## src/rtl/lm75_poll_scheduler.sv

```systemverilog
// Periodic LM75 temperature read over a byte-level I2C master command/response port,
// with NACK/timeout retry. Optional Fahrenheit output is built when FAHRENHEIT_EN is defined.
//
// state    | meaning
// ---------+-----------------------------------------------------------
// IDLE     | waiting for start_en and an expired poll timer
// START    | START condition
// ADDR_W   | WRITE {DEV_ADDR,0}
// PTR      | WRITE temperature pointer 8'h00
// RSTART   | repeated START
// ADDR_R   | WRITE {DEV_ADDR,1}
// RD_MSB   | READ_ACK, capture MSB
// RD_LSB   | READ_NACK, capture LSB
// STOP     | STOP closing a good transaction
// ERR_STOP | STOP after a NACKed write, then retry
// UPDATE   | publish temperature for one cycle
module lm75_poll_scheduler #(
  parameter int unsigned POLL_CYCLES    = 12_500_000,
  parameter logic [6:0]  DEV_ADDR       = 7'h48,
  parameter int unsigned TIMEOUT_CYCLES = 4096,
  parameter int unsigned MAX_RETRY      = 3
) (
  input  logic       clk,
  input  logic       rst,
  input  logic       start_en,
  output logic       cmd_valid,
  input  logic       cmd_ready,
  output logic [2:0] cmd,
  output logic [7:0] cmd_wdata,
  input  logic       rsp_valid,
  input  logic [7:0] rsp_rdata,
  input  logic       rsp_nack,
  output logic [7:0] temp_celsius,
  output logic       temp_half,
  output logic [9:0] temp_fahrenheit,
  output logic       temp_valid,
  output logic       sensor_fault,
  output logic       busy
);

  localparam int PW = $clog2(POLL_CYCLES + 1);
  localparam int TW = $clog2(TIMEOUT_CYCLES + 1);
  localparam int RW = (MAX_RETRY < 2) ? 1 : $clog2(MAX_RETRY + 1);

  localparam logic [2:0] CMD_START   = 3'd0;
  localparam logic [2:0] CMD_WRITE   = 3'd1;
  localparam logic [2:0] CMD_RD_ACK  = 3'd2;
  localparam logic [2:0] CMD_RD_NACK = 3'd3;
  localparam logic [2:0] CMD_STOP    = 3'd4;

  localparam logic [TW-1:0] TMO_LOAD  = TW'(TIMEOUT_CYCLES - 1);
  localparam logic [PW-1:0] POLL_LOAD = PW'(POLL_CYCLES - 1);

  typedef enum logic [3:0] {
    S_IDLE, S_START, S_ADDR_W, S_PTR, S_RSTART, S_ADDR_R,
    S_RD_MSB, S_RD_LSB, S_STOP, S_ERR_STOP, S_UPDATE
  } state_t;

  function automatic logic [2:0] cmd_of(input state_t s);
    case (s)
      S_START, S_RSTART:        cmd_of = CMD_START;
      S_ADDR_W, S_PTR, S_ADDR_R: cmd_of = CMD_WRITE;
      S_RD_MSB:                 cmd_of = CMD_RD_ACK;
      S_RD_LSB:                 cmd_of = CMD_RD_NACK;
      default:                  cmd_of = CMD_STOP;
    endcase
  endfunction

  function automatic logic [7:0] wdata_of(input state_t s);
    case (s)
      S_ADDR_W: wdata_of = {DEV_ADDR, 1'b0};
      S_ADDR_R: wdata_of = {DEV_ADDR, 1'b1};
      default:  wdata_of = 8'h00;
    endcase
  endfunction

  function automatic logic is_write(input state_t s);
    is_write = (s == S_ADDR_W) || (s == S_PTR) || (s == S_ADDR_R);
  endfunction

`ifdef FAHRENHEIT_EN
  // 12-bit signed covers C*9 over the full LM75 range; '/' truncates toward zero
  function automatic logic [9:0] c_to_f(input logic [7:0] c);
    logic signed [11:0] c9;
    logic signed [11:0] q;
    c9 = $signed({{4{c[7]}}, c}) * 12'sd9;
    q  = c9 / 12'sd5;
    c_to_f = 10'(q + 12'sd32);
  endfunction
`endif

  state_t          state_q, state_d;
  logic            phase_q, phase_d;
  logic            cmd_valid_q, cmd_valid_d;
  logic [2:0]      cmd_q, cmd_d;
  logic [7:0]      wdata_q, wdata_d;
  logic [TW-1:0]   tmo_q, tmo_d;
  logic [PW-1:0]   poll_q, poll_d;
  logic [RW-1:0]   retry_q, retry_d;
  logic [7:0]      msb_q, msb_d;
  logic            half_rx_q, half_rx_d;
  logic [7:0]      temp_c_q, temp_c_d;
  logic            temp_half_q, temp_half_d;
  logic            temp_valid_q, temp_valid_d;
  logic            fault_q, fault_d;
  logic            busy_q, busy_d;
`ifdef FAHRENHEIT_EN
  logic [9:0]      temp_f_q, temp_f_d;
`endif

  logic            enter;
  state_t          nxt;
  logic            retry_req;

  always_comb begin
    state_d      = state_q;
    phase_d      = phase_q;
    cmd_valid_d  = cmd_valid_q;
    cmd_d        = cmd_q;
    wdata_d      = wdata_q;
    tmo_d        = (tmo_q != '0) ? tmo_q - TW'(1) : '0;
    poll_d       = (poll_q != '0) ? poll_q - PW'(1) : '0;
    retry_d      = retry_q;
    msb_d        = msb_q;
    half_rx_d    = half_rx_q;
    temp_c_d     = temp_c_q;
    temp_half_d  = temp_half_q;
    temp_valid_d = 1'b0;
    fault_d      = fault_q;
    busy_d       = busy_q;
`ifdef FAHRENHEIT_EN
    temp_f_d     = temp_f_q;
`endif
    enter        = 1'b0;
    nxt          = state_q;
    retry_req    = 1'b0;

    case (state_q)
      S_IDLE: begin
        if (start_en && (poll_q == '0)) begin
          enter   = 1'b1;
          nxt     = S_START;
          retry_d = '0;
          poll_d  = POLL_LOAD;
          busy_d  = 1'b1;
        end
      end
      S_UPDATE: state_d = S_IDLE;
      default: begin
        if (!phase_q) begin
          if (cmd_valid_q && cmd_ready) begin
            phase_d     = 1'b1;
            cmd_valid_d = 1'b0;
            cmd_d       = CMD_START;
            wdata_d     = 8'h00;
            tmo_d       = TMO_LOAD;
          end else if (tmo_q == '0) begin
            retry_req = 1'b1;
          end
        end else if (rsp_valid) begin
          if (is_write(state_q) && rsp_nack) begin
            enter = 1'b1;
            nxt   = S_ERR_STOP;
          end else begin
            enter = 1'b1;
            case (state_q)
              S_START:  nxt = S_ADDR_W;
              S_ADDR_W: nxt = S_PTR;
              S_PTR:    nxt = S_RSTART;
              S_RSTART: nxt = S_ADDR_R;
              S_ADDR_R: nxt = S_RD_MSB;
              S_RD_MSB: begin
                nxt   = S_RD_LSB;
                msb_d = rsp_rdata;
              end
              S_RD_LSB: begin
                nxt       = S_STOP;
                half_rx_d = rsp_rdata[7];
              end
              S_STOP: begin
                enter        = 1'b0;
                state_d      = S_UPDATE;
                busy_d       = 1'b0;
                temp_c_d     = msb_q;
                temp_half_d  = half_rx_q;
                temp_valid_d = 1'b1;
                fault_d      = 1'b0;
`ifdef FAHRENHEIT_EN
                temp_f_d     = c_to_f(msb_q);
`endif
              end
              default: begin
                enter     = 1'b0;
                retry_req = 1'b1;
              end
            endcase
          end
        end else if (tmo_q == '0) begin
          retry_req = 1'b1;
        end
      end
    endcase

    if (retry_req) begin
      if (retry_q < RW'(MAX_RETRY)) begin
        retry_d = retry_q + RW'(1);
        enter   = 1'b1;
        nxt     = S_START;
      end else begin
        state_d     = S_IDLE;
        phase_d     = 1'b0;
        cmd_valid_d = 1'b0;
        cmd_d       = CMD_START;
        wdata_d     = 8'h00;
        busy_d      = 1'b0;
        fault_d     = 1'b1;
      end
    end

    // every command state opens with its command already registered for the next cycle
    if (enter) begin
      state_d     = nxt;
      phase_d     = 1'b0;
      cmd_valid_d = 1'b1;
      cmd_d       = cmd_of(nxt);
      wdata_d     = wdata_of(nxt);
      tmo_d       = TMO_LOAD;
    end
  end

  always_ff @(posedge clk or negedge rst) begin
    if (!rst) begin
      state_q      <= S_IDLE;
      phase_q      <= 1'b0;
      cmd_valid_q  <= 1'b0;
      cmd_q        <= 3'd0;
      wdata_q      <= 8'h00;
      tmo_q        <= '0;
      poll_q       <= '0;
      retry_q      <= '0;
      msb_q        <= 8'h00;
      half_rx_q    <= 1'b0;
      temp_c_q     <= 8'h00;
      temp_half_q  <= 1'b0;
      temp_valid_q <= 1'b0;
      fault_q      <= 1'b0;
      busy_q       <= 1'b0;
`ifdef FAHRENHEIT_EN
      temp_f_q     <= 10'd0;
`endif
    end else begin
      state_q      <= state_d;
      phase_q      <= phase_d;
      cmd_valid_q  <= cmd_valid_d;
      cmd_q        <= cmd_d;
      wdata_q      <= wdata_d;
      tmo_q        <= tmo_d;
      poll_q       <= poll_d;
      retry_q      <= retry_d;
      msb_q        <= msb_d;
      half_rx_q    <= half_rx_d;
      temp_c_q     <= temp_c_d;
      temp_half_q  <= temp_half_d;
      temp_valid_q <= temp_valid_d;
      fault_q      <= fault_d;
      busy_q       <= busy_d;
`ifdef FAHRENHEIT_EN
      temp_f_q     <= temp_f_d;
`endif
    end
  end

  assign cmd_valid    = cmd_valid_q;
  assign cmd          = cmd_q;
  assign cmd_wdata    = wdata_q;
  assign temp_celsius = temp_c_q;
  assign temp_half    = temp_half_q;
  assign temp_valid   = temp_valid_q;
  assign sensor_fault = fault_q;
  assign busy         = busy_q;
`ifdef FAHRENHEIT_EN
  assign temp_fahrenheit = temp_f_q;
`else
  assign temp_fahrenheit = 10'd0;
`endif

endmodule
```

## config.mk

```make
export PLATFORM = sky130hd
export DESIGN_NAME = lm75_poll_scheduler
export DESIGN_NICKNAME = d
export VERILOG_FILES = /design/src/rtl/lm75_poll_scheduler.sv
export SDC_FILE = /design/constraint.sdc
export NUM_CORES = 1
export LEC_CHECK = 0
export CAP_MARGIN = 20
export CORE_UTILIZATION = 50
export DETAILED_ROUTE_END_ITERATION = 16
export PLACE_DENSITY = 0.72
export SYNTH_ARGS = -nofsm -noshare
export SYNTH_HDL_FRONTEND = slang
export SYNTH_SLANG_ARGS = --single-unit
```

## constraint.sdc

```tcl
create_clock -name clk -period 2.9 [get_ports clk]
set_input_delay 0.58 -clock clk [delete_from_list [all_inputs] [get_ports clk]]
set_output_delay 0.58 -clock clk [all_outputs]
set_load 0.01 [all_outputs]
```

### Word-level counts from Yosys, hierarchy flattened

Index checks and enable logic that the tools add are counted.

* register bits after elaboration: 77
* bits of input ports: 14
* output and inout port bits: 34
* logic and storage cells: 144

* add/sub/neg operators: 3
* magnitude comparators: 1
* equality and inequality tests: 16
* multiplexer cells: 89
* bitwise gates (word level): 2
* reduce and logical (&&, ||, !) cells: 18

Operators with widths (count)
* 2-to-1 mux 24 bit: 3
* 2-to-1 mux 13 bit: 5
* 2-to-1 mux 4 bit: 13
* 2-to-1 mux 8 bit: 6
* 2-to-1 mux 1 bit: 45
* == test 4 x 3 -> 1 bit (second input constant): 8
* case mux 4 bit (7 select lines): 1
* zero test 24 bit: 1
* nonzero test 24 bit: 1
* subtractor 24 x 1 -> 24 bit (second input constant): 1
* 2-to-1 mux 3 bit: 6
* == test 4 x 2 -> 1 bit (second input constant): 4
* case mux 4 bit (2 select lines): 2
* case mux 8 bit (2 select lines): 1
* AND reduction 5 bit: 3
* zero test 13 bit: 1
* nonzero test 13 bit: 1
* subtractor 13 x 1 -> 13 bit (second input constant): 1
* case mux 3 bit (4 select lines): 1
* == test 4 x 1 -> 1 bit (second input constant): 2
* == test 4 bit (second input constant): 2
* 2-to-1 mux 2 bit: 4
* OR reduction 8 bit: 1
* OR reduction 7 bit: 1
* 9 further kinds: 15

### Depth between registers and ports, before layout

Gate-level depths: netlist (run 1).

* depth after elaboration: 14
* gate-level depth with buffers: 9
* gate-level depth less buffers: 7

### Worst setup path before layout (run 1)

OpenSTA, ideal clock, no wires.

* path kind: in2reg
* from: input rsp_valid
* to: register cmd_valid_q (netlist: cmd_valid)
* library setup time: 0.131 ns
* arrival: 1.931 ns
* required time: 2.769 ns
* path slack: 0.837 ns
* stages on the path: 5
* path buffers: 0
* cell sequence: and2_1 > or2_2 > o31ai_1 > nor2_1 > or3_1

* word-level cells in the longest chain between the ends: 6
* elaborated cells on any way between the ends: 10
* classes of those cells: mux: 10

Ends and longest elaborated chain
* start: declaration: RTL line 30 `input logic rsp_valid,`
* 2-to-1 mux 1 bit: RTL line 160 `end else if (rsp_valid) begin`
* 2-to-1 mux 1 bit: RTL line 150 `if (!phase_q) begin`
* case mux 1 bit (2 select lines): RTL line 138 `case (state_q)`
* 2-to-1 mux 1 bit: RTL line 205 `if (retry_q < RW'(MAX_RETRY)) begin`
* 2-to-1 mux 1 bit: RTL line 204 `if (retry_req) begin`
* 2-to-1 mux 1 bit *: RTL line 221 `if (enter) begin`
* named net cmd_valid_d: RTL line 94 `logic cmd_valid_q, cmd_valid_d;`
* end signal: assignment: RTL line 254 `cmd_valid_q <= cmd_valid_d;`
* end: declaration: RTL line 94

The timed path passes the listed nets; every way through them passes the cells marked *.
A chain may end at the register's enable or synchronous reset.

### Worst setup path in the final report (run 1)

* from: input rsp_valid
* to: register wdata_q[7] (netlist: cmd_wdata[7])

* word-level cells in the longest chain between the ends: 8
* elaborated cells on any way between the ends: 18
* classes of those cells: eq/ne: 2; mux: 16

Ends and longest elaborated chain
* 2-to-1 mux 4 bit: RTL line 160
* 2-to-1 mux 4 bit: RTL line 150
* case mux 4 bit (2 select lines): RTL line 138
* 2-to-1 mux 4 bit: RTL line 205
* 2-to-1 mux 4 bit: RTL line 204
* == test 4 x 3 -> 1 bit / == test 4 x 2 -> 1 bit (equally long branches): RTL line 70 `case (s)`
* case mux 8 bit (2 select lines): RTL line 70
* 2-to-1 mux 8 bit *: RTL line 221
* named net wdata_d[7]: RTL line 96 `logic [7:0] wdata_q, wdata_d;`
* end signal: assignment: RTL line 256 `wdata_q <= wdata_d;`
* end: declaration: RTL line 96

Marked as above.

==> metrics.md, run 1 <==
| Metric | Value |
|---|---|
| Top cells by area, synth | dfrtp_1, mux2_2, xnor2_1 |
| Final Hold Fails | 0 |
| IO Count | 48 |
| Post-synth top flop | dfrtp_1 |
| Routed Antenna Nets | 0 |
| Cell Int Power | 2.106 mW |
| Worst-path clk slew | 0.08 ns |
| Routed WL per cell | 14.68 um |
| Cell family contributing the most delay on the critical path | compound AO/OA/AOI/OAI gates |
| Data required, critical path | 3.14 ns |
| Total power | 3.184 mW |
| Flop2flop setup slack | 0.54 ns |
| Fillers | 628 |
| Avg Cell Area, Syn | 10.52 sq um |
| Aggregate global routing overflow | 0 |
| Worst r2r dst | cmd_wdata[7] |
| Die height | 90.57 um |
| Synth unique cells | 58 |
| Register area share after synthesis | 0.4912 |
| Iter 0 DRT Violations | 92 |
| Detailed Routing Iterations Pass 1 | 4 |
| Kind of critical path | input port to flip-flop |
| Hold Path Class | input port to async pin |
| Most frequent cell after synthesis | dfrtp_1 |
| Startpoint Class | input port |
| Share of cells above drive strength 1 | 0.1722 |
| Overall Global Routing Usage | 0.2066 |
| Clk Latency, worst-skew pair | 0.35 ns |
| Tmin final | 2.385 ns |
| Commonest cells in the synthesized netlist | dfrtp_1, nor2_1, nand2_1 |
| PostCTS Resize Cnt | 0 |
| CP max FO | 5 |
| Synth area leader | dfrtp_1 |
| Final setup violation count | 0 |
| Switching part of the total power | 0.3384 |
| Reg2reg path depth | 7 |
| Die Width | 90.57 um |
| Cells along the critical path | clkdlybuf4s50_1, and2_1, or2_2, o41ai_1, nor4_1, a211o_1 |
| Critical Path AT | 2.63 ns |
| Post-CTS Setup Bufs | 0 |
| Critical Path Max Stage Delay | 0.51 ns |
| Vias | 2837 |
| Worst-Margin Slew | 0.9675 ns |
| Row count | 31 |
| Clock sinks | 77 |
| Part of the power in registers | 0.451 |
| PortBufs | 37 |
| NetSw | 1.077 mW |
| Ant diodes | 0 |
| Mapped Cells | 373 |
| Ys async rst share | 1.000 |
| Largest net degree at the start of global routing | 78 |
| Max-slew violation count | 0 |
| CTS tree | built |
| Max-cap violations | 0 |
| CP bufs+invs | 1 |
| CTS H-tree depth | 3 |
| Clock Skews | 0.006991 ns |
| Yosys reg bits | 77 |
| Core Footprint | 7408 sq um |
| Syn. warnings | 0 |
| Crit. End Element | flip-flop |
| First-pass GRT wire length | 13480 um |
| Post-DP HPWL | 5379 um |
| Area delta synth->final | 17.61% |
| Final WL | 7677 um |
| Area share of the largest cell type after synthesis | 0.4912 |
| Clk buf depth | 2 |
| Root buffer cell | clkbuf_8 |
| Period utilization | 0.8225 |
| RSZ-0062 raised after global routing | no |
| Starting Density | 0.5295 |
| Die ar. | 8203 sq um |
| Combinational power share | 0.303 |
| Clock power share | 0.246 |
| Reg2Reg Launch Point | tmo_q[0] |
| Max_slew headroom | 0.3550 |
| Routability-driven placement congestion ratio | 0.8551 |
| Vias in the first global route | 2857 |
| Num CTS Buffers | 9 |
| Post-Syn Area | 3923 sq um |
| Fmax | 0.4192 GHz |
| Remaining routing DRC violations | 0 |
| Min Hold Slack | 0.3528 ns |
| Status | finished, final reports clean |
| Vias per std cell | 5.424 |
| Fin nets | 438 |
| Hold buffers post-CTS | 0 |
| CP max-delay cell | o41ai_1 |
| Aggregate negative setup slack | 0 ns |
| Initial antenna violation count | 0 |
| Post-synth EDFFs | 0 |
| Worst vdd ir | 0.4846 mV |
| LEAKAGE | 1.900 nW |
| Pwr Density | 690.1 nW/um^2 |
[area by class of cell]
type	instances	area, sq um	share of cell area
Clock buffer	12	165.2	0.03580
Clock inverter	4	30.03	0.006509
Inverter	9	33.78	0.007323
Multi-Input combinational cell	269	1846	0.4001
Sequential cell	77	1927	0.4177
Tap cell	99	123.9	0.02685
Timing Repair Buffer	53	488.0	0.1058
[cells by family after synthesis]
logic type / synth area share
xor gates and xnor gates: 0.06252
and+or+nand+nor: 0.1962
other: 0.0009560
adders and majority gates: 0.01595
DFF: 0.4912
AOI/OAI and AO/OA: 0.1203
muxes: 0.06475
buffers and inverters: 0.04817
[registers in the layout, summed over array words and instances, names as in the netlist]
register / flops
busy: 1
cmd: 3
cmd_valid: 1
cmd_wdata: 8
half_rx_q: 1
msb_q: 8
phase_q: 1
poll_q: 24
retry_q: 2
sensor_fault: 1
state_q: 4
temp_celsius: 8
temp_half: 1
temp_valid: 1
tmo_q: 13
[routing by layer]
layer / share of wire / global-route usage / up-vias
met5: 0 / 0 / -
met4: 0.011 / 0.06317 / 0
met3: 0.034 / 0.05724 / 10
met2: 0.47 / 0.3264 / 43
met1: 0.49 / 0.2770 / 1401
li1: - / - / 1383
[metrics by stage]
stage	area (sq um)	utilization	cells	setup WS (ns)
after CTS	4613	0.6227	523	0.5601
after global placement	4418	0.5964	507	0.2553
after global routing	4613	0.6227	523	0.2757
final	4613	0.6227	523	0.5146
after detailed placement	4418	0.5964	507	0.1545
after floorplan	3956	-	382	0.8372
[placed cells by master, fill, tap and decap left out, types with 4 or more instances in the layout]
master,netlist,layout
a21oi_1,24,24
and2_1,9,9
buf_4,11,17
clkbuf_8,0,12
clkdlybuf4s50_1,0,36
conb_1,1,10
dfrtp_1,77,77
ha_1,5,5
inv_1,9,9
mux2_1,4,4
mux2_2,15,15
mux2i_1,4,4
nand2_1,27,27
nand3_1,4,4
nor2_1,29,29
nor2b_1,4,4
nor3_1,14,14
nor4_1,10,10
o21ai_0,10,10
o21ai_2,10,10
or2_2,4,4
or3_1,4,4
xnor2_1,16,16
xor2_1,12,12
[power by group through the flow]
stage | clock, mW | sequential [mW] | combinational (mW)
floorplan | 0 | 1.41 | 0.660
global placement | 0 | 1.45 | 0.940
detailed placement | 0 | 1.45 | 0.968
finish | 0.783 | 1.44 | 0.964
CTS | 0.813 | 1.44 | 0.971
global route | 0.846 | 1.47 | 1.06
[worst max path at each step]
| stage | start | slack, ns | cells past startpoint | to |
|---|---|---|---|---|
| floorplan | rsp_valid | 0.84 | 5 | cmd_valid |
| global placement | rsp_valid | 0.26 | 6 | cmd_wdata[4] |
| detailed placement | rsp_valid | 0.15 | 6 | cmd_wdata[7] |
| CTS | tmo_q[0] | 0.56 | 7 | cmd_wdata[7] |
| global route | tmo_q[0] | 0.28 | 7 | cmd_wdata[4] |
| finish | rsp_valid | 0.51 | 6 | cmd_wdata[7] |
Note: power is estimated with default switching activity, not from simulation.
==> inputs of run 2 (changes only) <==
Clock period 2.9 ns to 2.5 ns, I/O delays scaled along.
==> run 2 against run 1 <==
  * Final area is 1.3% higher
  * First-iteration DRC count up 61%
  * Clock-buffer cell count up 1
  * Sequential power increased by 13%
  * Die area is the same
  * Non-clock buffer count increased by 8
  * Register-to-register slack got worse by 0.32 ns
  * Global-route usage grew 0.80 points
  * Critical path depth up 1
==> metrics.md, run 2 (synthesized netlist as in run 1, its figures left out) <==
| Metric | Value |
|---|---|
| Status | finished, final reports clean |
| Critical Path Max Stage Delay | 0.49 ns (-0.02 ns) |
| Remaining routing DRC violations | 0 (unchanged) |
| CTS tree | built |
| Max-slew violation count | 0 (unchanged) |
| Max_slew headroom | 0.5456 (+0.1906) |
| Vias per std cell | 5.519 (+1.7%) |
| Final core utilization | 0.6308 (+0.008107) |
| Final Instance Count excl. Fillers | 530 (+1.3%) |
| Data required, critical path | 2.72 ns (-0.42 ns) |
| Die ar. | 8203 sq um (unchanged) |
| Commonest non-fill, non-tap cell in the layout | dfrtp_1 |
| Critical Path AT | 2.50 ns (-0.13 ns) |
| Die height | 90.57 um (unchanged) |
| Overall Global Routing Usage | 0.2146 (+0.008005) |
| Vias in the first global route | 3028 (+6.0%) |
| Kind of critical path | flip-flop to flip-flop |
| Period utilization | 0.9135 |
| Hold Path Class | input port to async pin |
| Post-DP HPWL | 5670 um (+5.4%) |
| Core Footprint | 7408 sq um (unchanged) |
| Die Width | 90.57 um (unchanged) |
| Final WL | 7997 um (+4.2%) |
| Clock power share | 0.216 (-0.030) |
| Multi-input logic area | 1869 sq um (+1.3%) |
| Clock Skews | 0.008535 ns (+0.001544 ns) |
| Tmin final | 2.284 ns |
| Clock sinks | 77 (unchanged) |
| Aggregate negative setup slack | 0 ns (unchanged) |
| Fillers | 607 (-3.3%) |
| Aggregate global routing overflow | 0 (unchanged) |
| Min Hold Slack | 0.1179 ns (-0.2349 ns) |
| Worst vdd ir | 0.5388 mV (+11%) |
| Starting Density | 0.5295 (unchanged) |
| PortBufs | 37 (unchanged) |
| Worst-path clk slew | 0.08 ns (about the same) |
| Largest Register | poll_q |
| Routed WL per cell | 15.09 um (+2.8%) |
| Iter 0 DRT Violations | 148 (+61%) |
| Area delta synth->final | 19.14% |
| Switching part of the total power | 0.3382 (about the same) |
| Pwr Density | 783.8 nW/um^2 (+14%) |
| First-pass GRT wire length | 14320 um (+6.2%) |
| Startpoint Class | flip-flop |
| Max reg flops | 24 (unchanged) |
| Detailed Routing Iterations Pass 1 | 4 (unchanged) |
| Fin nets | 446 (+1.8%) |
| Initial antenna violation count | 0 (unchanged) |
| Worst-Margin Slew | 0.6753 ns (-0.2922 ns) |
| Post-DP Area | 4491 sq um (+1.6%) |
| Regs by FF count | poll_q (24), tmo_q (13) |
| Final Hold Fails | 0 (unchanged) |
| Fmax | 0.4379 GHz |
| RSZ-0062 raised after global routing | no |
| Routed Antenna Nets | 0 (unchanged) |
| Final instance area | 4673 sq um (+1.3%) |
| Cell total after placement | 515 (+1.6%) |
| Register area | 1927 sq um (unchanged) |
| Largest net degree at the start of global routing | 42 (-46%) |
| Pre-CTS WS | -0.05468 ns (-0.2092 ns) |
| IO Count | 48 (unchanged) |
| Share of cells above drive strength 1 | 0.1833 (+0.01112) |
| Clk Latency, worst-skew pair | 0.33 ns (-0.02 ns) |
| Fin worst setup slack | 0.2162 ns (-0.2984 ns) |
| Cells along the critical path | inv_1, ha_1, nor4b_4, nand4b_2, o41ai_4, and4b_4, nor2b_1 |
| Part of the power in registers | 0.444 (-0.007) |
| Ant diodes | 0 (unchanged) |
| Vias | 2925 (+3.1%) |
| CTS H-tree depth | 3 (unchanged) |
| LEAKAGE | 1.937 nW (+1.9%) |
| CP max-delay cell | o41ai_4 |
| Most frequent cells in the layout | dfrtp_1, clkdlybuf4s50_1, nor2_1 |
| Total power | 3.663 mW (+15%) |
| Max-cap violations | 0 (unchanged) |
| Clk buf depth | 2 (unchanged) |
| Post-CTS Setup Bufs | 0 (unchanged) |
| Final setup violation count | 0 (unchanged) |
| Combinational power share | 0.340 (+0.037) |
| Row count | 31 (unchanged) |
| Routability-driven placement congestion ratio | 0.8392 (-1.9%) |
| Num CTS Buffers | 9 (unchanged) |
| Cell Int Power | 2.424 mW (+15%) |
| Crit. End Element | flip-flop |
| CP max FO | 13 (+8) |
| Root buffer cell | clkbuf_8 |
| NetSw | 1.239 mW (+15%) |
-- run 2: layer usage --
layer  GRT usage  up-vias  wire length (um)
met5           0        -                 0
met4     0.04839        0                82
met3     0.05051       10               335
met2      0.3453       61              3877
met1      0.2952     1446              3702
li1            -     1408                 -
-- run 2: worst paths after layout --
path	startpoint	to	slack, ns	cells after the start
setup / recovery	tmo_q[0]	tmo_q[12]	0.22	7
hold / removal	rst	temp_celsius[1]	0.12	1
min in group clk	cmd_wdata[5]	cmd_wdata[5]	0.48	1
hold reg to reg	cmd_wdata[5]	cmd_wdata[5]	0.48	1
max in group asynchronous	rst	tmo_q[6]	1.79	2
setup reg to reg	tmo_q[0]	tmo_q[12]	0.22	7
-- run 2: power groups by stage --
stage | clock (mW) | sequential (mW) | combinational (mW)
2_1_floorplan | 0 | 1.64 | 0.765
3_3_place_gp | 0 | 1.63 | 1.18
3_5_place_dp | 0 | 1.64 | 1.22
4_1_cts | 0.814 | 1.62 | 1.23
5_1_grt | 0.873 | 1.66 | 1.37
6_report | 0.793 | 1.63 | 1.24
-- run 2: worst max-delay path, delay by kind of cell (launching register included) --
family,cells,cell delay [ns]
compound gates,1,0.49
fa+ha+maj,1,0.19
buf+inv,1,0.10
flops,1,0.41
simple gates,4,0.98
-- run 2: cell type report --
cell class | count | area share
clock buffers | 13 | 0.03186
clock inverters | 2 | 0.002142
inverters | 9 | 0.007229
multi-input cells | 269 | 0.4000
flip-flops and latches | 77 | 0.4123
well taps | 99 | 0.02651
repair buffers | 61 | 0.1199
-- run 2: timing repair --
action	4_1_cts	5_1_grt
resized for setup	0	3
hold buffers	0	0
endpoints found under the setup margin	0	3
